===== src/rtl/hazard_stall_ctrl_pkg.sv =====
// Shared types for the ID-stage hazard/stall controller: FSM encoding,
// stall-need classification and the debug view of the sequencer.
package hazard_stall_ctrl_pkg;

  typedef enum logic {
    ST_IDLE = 1'b0,
    ST_HOLD = 1'b1
  } state_e;

  typedef enum logic [1:0] {
    NEED_0 = 2'd0,
    NEED_1 = 2'd1,
    NEED_2 = 2'd2
  } stall_need_e;

  localparam logic [4:0] REG_ZERO = 5'd0;

  typedef struct packed {
    state_e state;
    logic   rem;
  } dbg_t;

endpackage


===== src/rtl/hazard_stall_ctrl_sat_counter.sv =====
// Up-counter that sticks at all-ones instead of wrapping.
module hazard_stall_ctrl_sat_counter #(
  parameter int W = 32
) (
  input  logic         clk,
  input  logic         rst_n,
  input  logic         en_i,
  output logic [W-1:0] cnt_o
);

  logic [W-1:0] cnt_q;
  logic [W-1:0] cnt_d;

  always_comb begin
    cnt_d = cnt_q;
    if (en_i && (cnt_q != {W{1'b1}})) begin
      cnt_d = cnt_q + {{(W-1){1'b0}}, 1'b1};
    end
  end

  always_ff @(posedge clk or negedge rst_n) begin
    if (!rst_n) begin
      cnt_q <= '0;
    end else begin
      cnt_q <= cnt_d;
    end
  end

  assign cnt_o = cnt_q;

endmodule


===== src/rtl/hazard_stall_ctrl.sv =====
// ID-stage hazard detection: classifies load-use / branch hazards against EX
// and MEM producers and sequences the resulting one- or two-cycle stalls.
module hazard_stall_ctrl
  import hazard_stall_ctrl_pkg::*;
#(
  parameter int REG_W = 5,
  parameter int CNT_W = 32
) (
  input  logic             clk,
  input  logic             rst_n,
  input  logic [REG_W-1:0] registerRsID,
  input  logic [REG_W-1:0] registerRtID,
  input  logic             useRtID,
  input  logic             branchID,
  input  logic             branchTakenID,
  input  logic             jumpID,
  input  logic             memReadEX,
  input  logic             regWriteEX,
  input  logic [REG_W-1:0] writeRegEX,
  input  logic             memReadMEM,
  input  logic [REG_W-1:0] registerRdMEM,
  output logic             pcWrite,
  output logic             ifIdWrite,
  output logic             idExFlush,
  output logic             ifIdFlush,
  output logic [CNT_W-1:0] stallCount,
  output logic [CNT_W-1:0] flushCount,
  output dbg_t             dbg_o
);

  // Handshake-free block: every output is a per-cycle level; a stall cycle
  // freezes PC and IF/ID and bubbles ID/EX, and it always masks a flush.

  logic        match_ex;
  logic        match_mem;
  stall_need_e need;
  state_e      state_q, state_d;
  logic        rem_q, rem_d;
  logic        stall;
  logic        flush_req;

  assign match_ex  = (writeRegEX != REG_W'(REG_ZERO)) &&
                     ((writeRegEX == registerRsID) ||
                      (useRtID && (writeRegEX == registerRtID)));
  assign match_mem = (registerRdMEM != REG_W'(REG_ZERO)) &&
                     ((registerRdMEM == registerRsID) ||
                      (useRtID && (registerRdMEM == registerRtID)));

  always_comb begin
    need = NEED_0;
    if (branchID && memReadEX && match_ex) begin
      need = NEED_2;
    end else if (memReadEX && match_ex) begin
      need = NEED_1;
    end else if (branchID && regWriteEX && !memReadEX && match_ex) begin
      need = NEED_1;
    end else if (branchID && memReadMEM && match_mem) begin
      need = NEED_1;
    end
  end

  // HOLD covers the second stall of a branch-after-load without looking at
  // the hazard inputs again.
  always_comb begin
    state_d = state_q;
    rem_d   = rem_q;
    stall   = 1'b0;
    case (state_q)
      ST_IDLE: begin
        if (need != NEED_0) begin
          stall = 1'b1;
        end
        if (need == NEED_2) begin
          state_d = ST_HOLD;
          rem_d   = 1'b1;
        end
      end
      ST_HOLD: begin
        stall   = 1'b1;
        state_d = ST_IDLE;
        rem_d   = 1'b0;
      end
      default: begin
        state_d = ST_IDLE;
        rem_d   = 1'b0;
      end
    endcase
  end

  always_ff @(posedge clk or negedge rst_n) begin
    if (!rst_n) begin
      state_q <= ST_IDLE;
      rem_q   <= 1'b0;
    end else begin
      state_q <= state_d;
      rem_q   <= rem_d;
    end
  end

  assign flush_req = !stall && (jumpID || (branchID && branchTakenID));

  always_comb begin
    pcWrite   = 1'b1;
    ifIdWrite = 1'b1;
    idExFlush = 1'b0;
    ifIdFlush = flush_req;
    if (!rst_n) begin
      pcWrite   = 1'b0;
      ifIdWrite = 1'b0;
      idExFlush = 1'b1;
      ifIdFlush = 1'b1;
    end else if (stall) begin
      pcWrite   = 1'b0;
      ifIdWrite = 1'b0;
      idExFlush = 1'b1;
      ifIdFlush = 1'b0;
    end
  end

  hazard_stall_ctrl_sat_counter #(.W(CNT_W)) u_stall_cnt (
    .clk   (clk),
    .rst_n (rst_n),
    .en_i  (stall),
    .cnt_o (stallCount)
  );

  hazard_stall_ctrl_sat_counter #(.W(CNT_W)) u_flush_cnt (
    .clk   (clk),
    .rst_n (rst_n),
    .en_i  (flush_req),
    .cnt_o (flushCount)
  );

  assign dbg_o = '{state: state_q, rem: rem_q};

endmodule

===== config.mk =====
export PLATFORM = sky130hd
export DESIGN_NAME = hazard_stall_ctrl
export DESIGN_NICKNAME = d
export VERILOG_FILES = /design/src/rtl/hazard_stall_ctrl_pkg.sv /design/src/rtl/hazard_stall_ctrl_sat_counter.sv /design/src/rtl/hazard_stall_ctrl.sv
export SDC_FILE = /design/constraint.sdc
export NUM_CORES = 1
export LEC_CHECK = 0
export CAP_MARGIN = 20
export CORE_ASPECT_RATIO = 2
export CORE_MARGIN = 3
export CORE_UTILIZATION = 48
export CTS_CLUSTER_SIZE = 30
export DETAILED_ROUTE_END_ITERATION = 6
export PLACE_DENSITY = 0.81
export SETUP_SLACK_MARGIN = 0.4
export SYNTH_ARGS = -nofsm -noshare
export SYNTH_HDL_FRONTEND = slang
export SYNTH_SLANG_ARGS = --single-unit
export TNS_END_PERCENT = 50

===== constraint.sdc =====
create_clock -name clk -period 2.5 [get_ports clk]
set_clock_uncertainty 0.1 [all_clocks]
set_input_delay 0.25 -clock clk [delete_from_list [all_inputs] [get_ports clk]]
set_output_delay 0.25 -clock clk [all_outputs]
set_load 0.01 [all_outputs]

==> flow_summary_export.csv <==
group,metric,value,unit
status,status,"complete, no violations",
clock_network,htree_levels,3,
min_path,hp-class,"in2async",
die,die_w,66.0,um
clock_network,clk_pin_slew,0.05,ns
synth,netlist_area,3450,sq um
clock_network,clock_tree.buffer_depth,2,
timing,worst_pin_slew,0.669,ns
pwr,power_density,597,nW/um^2
synth,syn_inst,318,
synth,synth_top_flop_cell,"dfrtp_1",
worst_setup_path,endpoint_kind,"register",
global_route,grt_pass1_vias,3435,
worst_setup_path,crit_arrival,2.30,ns
clock_network,cts_root_buf,"clkbuf_16",
clock_network,insertion_delay,0.33,ns
synth,synth_warnings,0,
pwr,peakVddDrop,0.000567,V
synth,syn-num-nets,349,
global_route,grt_pass1_wl,16600,um
synth,synth_top_area_frac,0.478,
pwr,p_leak,2.60,nW
worst_setup_path,critPathLaunchType,"register",
timing,hold_violations,0,
place,post-dp-hpwl,6990,um
routing,routed_wl,11500,um
clock_network,cts_tree,"built",
global_route,grtUsageTotal,0.261,
synth,yosys.area.top_type,"dfrtp_1",
finish,areaGrowthSynthToFinish,67.9,%
finish,design_area,5800,sq um
synth,synth.ff_latch_count,66,
worst_setup_path,crit_path_max_fanout,12,
finish,drive_gt1_frac,0.358,
routing,drcViolationCount,0,
timing,max_freq,461,MHz
routing,vias,3322,
timing,min_period,2.17,ns
die,ios,99,
die,design.die.area,8310,sq um
global_route,overflow,0,
timing,setup_tns,0,ns
finish,fill_cells,359,
finish,final_nets,523,
timing,slew_headroom,0.554,
synth,async_flop_share,1.00,
synth,syn_area_per_cell,10.9,sq um
finish,final_core_util,0.836,
worst_setup_path,worstSetupPathType,"reg2reg",
synth,synth_cell_types,43,
die,placementRows,43,
clock_network,cts.sinks,66,
timing,post-route-period-util,0.868,
die,start_util,0.498,
routing,wl_per_cell,19.6,um
routing,drt_iter0_drc,121,
global_route,grt_max_degree,52,
die,die_y,126,um
place,place_congestion,0.870,
timing,rsz0062_at_grt,"true",
routing,ant_nets,0,
job,maxCapViolations,0,
die,coreArea,6940,sq um
synth,synth_edf_count,0,
timing,setup_viol,0,
timing,slew_viol_final,0,
synth,synth_area_leaders,"dfrtp_1, xnor2_1, xor2_1",
clock_network,cts_buffers,9,
routing,dr.pass1.iters,4,
global_route,antenna_found_initial,1,
pwr,power,0.00346,W
synth,ys_seq_area_frac,0.478,
place,placed_cell_area,4730,sq um
place,port_buffers,98,
worst_setup_path,required,2.63,ns
routing,drt-vias-per-instance,5.65,
worst max-delay path: stages (launching register included):
cell,delay (ns)
dfrtp_1,0.39
buf_4,0.13
buf_4,0.11
nand3_1,0.10
nor2_1,0.28
and2_2,0.41
nor4b_4,0.28
xor2_1,0.26
cells in the mapped netlist, types with 2 or more instances:
| cell type | instances |
|---|---|
| a21oi_1 | 2 |
| a31oi_1 | 2 |
| and2_1 | 6 |
| and3_1 | 15 |
| and4_1 | 4 |
| buf_4 | 4 |
| buf_6 | 3 |
| dfrtp_1 | 66 |
| ha_1 | 2 |
| inv_1 | 3 |
| mux2_2 | 2 |
| nand2_1 | 21 |
| nand2_2 | 3 |
| nand3_1 | 21 |
| nand3_2 | 7 |
| nand4_1 | 25 |
| nand4b_1 | 3 |
| nor2_1 | 11 |
| nor3_1 | 9 |
| nor4_1 | 3 |
| nor4_2 | 2 |
| nor4b_1 | 3 |
| o21ai_0 | 2 |
| xnor2_1 | 59 |
| xor2_1 | 22 |
cell families (layout without fill, tap and decap cells):
kind of cell	Yosys count	after routing	share of synthesized area
flip-flops	66	66	0.478
multiplexers	3	3	0.00978
adder cells (fa/ha/maj)	2	2	0.00724
AO/OA/AOI/OAI	13	13	0.0268
buffers and inverters	11	190	0.0228
other	0	1	0
XOR/XNOR	81	81	0.205
AND/OR/NAND/NOR	142	142	0.250
cell usage in the layout, fill, tap and decap left out, types with 3 or more instances in the layout:
cell,instances
nand4_1,25
buf_4,63
nand4b_1,3
and3_1,10
clkdlybuf4s50_1,72
and2_1,4
nand2_2,3
nand2_1,17
xor2_1,20
xnor2_1,51
buf_6,11
xnor2_2,8
nand3_4,4
nand3_1,15
nor2_1,8
buf_2,5
nor3_4,3
nand2_4,4
clkbuf_16,10
dlygate4sd2_1,12
nor2_2,3
and3_4,4
dfrtp_1,56
nor3_1,5
dfrtp_2,10
nand3_2,9
where the power goes:
group / total, W / internal [W] / switching (W)
clock network: 0.00136 / 0.000896 / 0.000462
logic: 0.000837 / 0.000468 / 0.000369
registers: 0.00127 / 0.00117 / 0.0000994
total: 0.00346 / 0.00253 / 0.000930
final cells by class:
class,count,area (sq um),share of cell area
Clock inverter,5,77.6,0.0134
Tap cell,90,113,0.0194
Multi-Input combinational cell,241,2100,0.363
Sequential cell,66,1660,0.287
Timing Repair Buffer,171,1590,0.273
Inverter,3,11.3,0.00194
Antenna cell,1,2.50,0.000431
Clock buffer,11,243,0.0418
sequential cells by signal, indices dropped and copies added, names as in the netlist:
signal             cells
u_flush_cnt.cnt_o     32
state_q                1
u_stall_cnt.cnt_o     32
rem_q                  1
per-layer routing:
metal / global-route usage / wire length (um) / part of all wire / up-vias
li1: - / - / - / 1477
met1: 0.263 / 4050 / 0.35 / 1694
met2: 0.472 / 6580 / 0.57 / 123
met3: 0.0794 / 521 / 0.045 / 28
met4: 0.121 / 364 / 0.032 / 0
met5: 0 / 0 / 0 / -
timing repair:
item / in CTS / in global routing
setup buffers: 17 / 24
hold endpoints to repair: 15 / 0
gates resized for setup: 101 / 54
endpoints found under the setup margin: 67 / 59
pin swaps: 22 / 18
hold buffers: 1 / 0
cloned: 1 / 1
final timing paths:
kind,start,endpoint,slack [ns],depth (start not counted)
worst max-delay path,u_stall_cnt.cnt_o[0]$_DFFE_PN0P_,u_stall_cnt.cnt_o[21]$_DFFE_PN0P_,0.33,7
max in group asynchronous,rst_n,u_stall_cnt.cnt_o[8]$_DFFE_PN0P_,0.93,3
worst min-delay path,rst_n,u_stall_cnt.cnt_o[17]$_DFFE_PN0P_,0.30,2
worst max register to register,u_stall_cnt.cnt_o[0]$_DFFE_PN0P_,u_stall_cnt.cnt_o[21]$_DFFE_PN0P_,0.33,7
min in group clk,u_flush_cnt.cnt_o[23]$_DFFE_PN0P_,u_flush_cnt.cnt_o[23]$_DFFE_PN0P_,0.39,1
worst min register to register,u_flush_cnt.cnt_o[23]$_DFFE_PN0P_,u_flush_cnt.cnt_o[23]$_DFFE_PN0P_,0.39,1
stage by stage:
| step | setup slack (ns) | std cells | hold WS [ns] |
|---|---|---|---|
| floorplan | 0.353 | 318 | -0.146 |
| global placement | -0.423 | 527 | 0.109 |
| detailed placement | -0.475 | 527 | 0.115 |
| CTS | 0.324 | 562 | 0.298 |
| global route | 0.210 | 588 | 0.358 |
| finish | 0.330 | 588 | 0.301 |
Note: power is estimated with default switching activity, not from simulation.
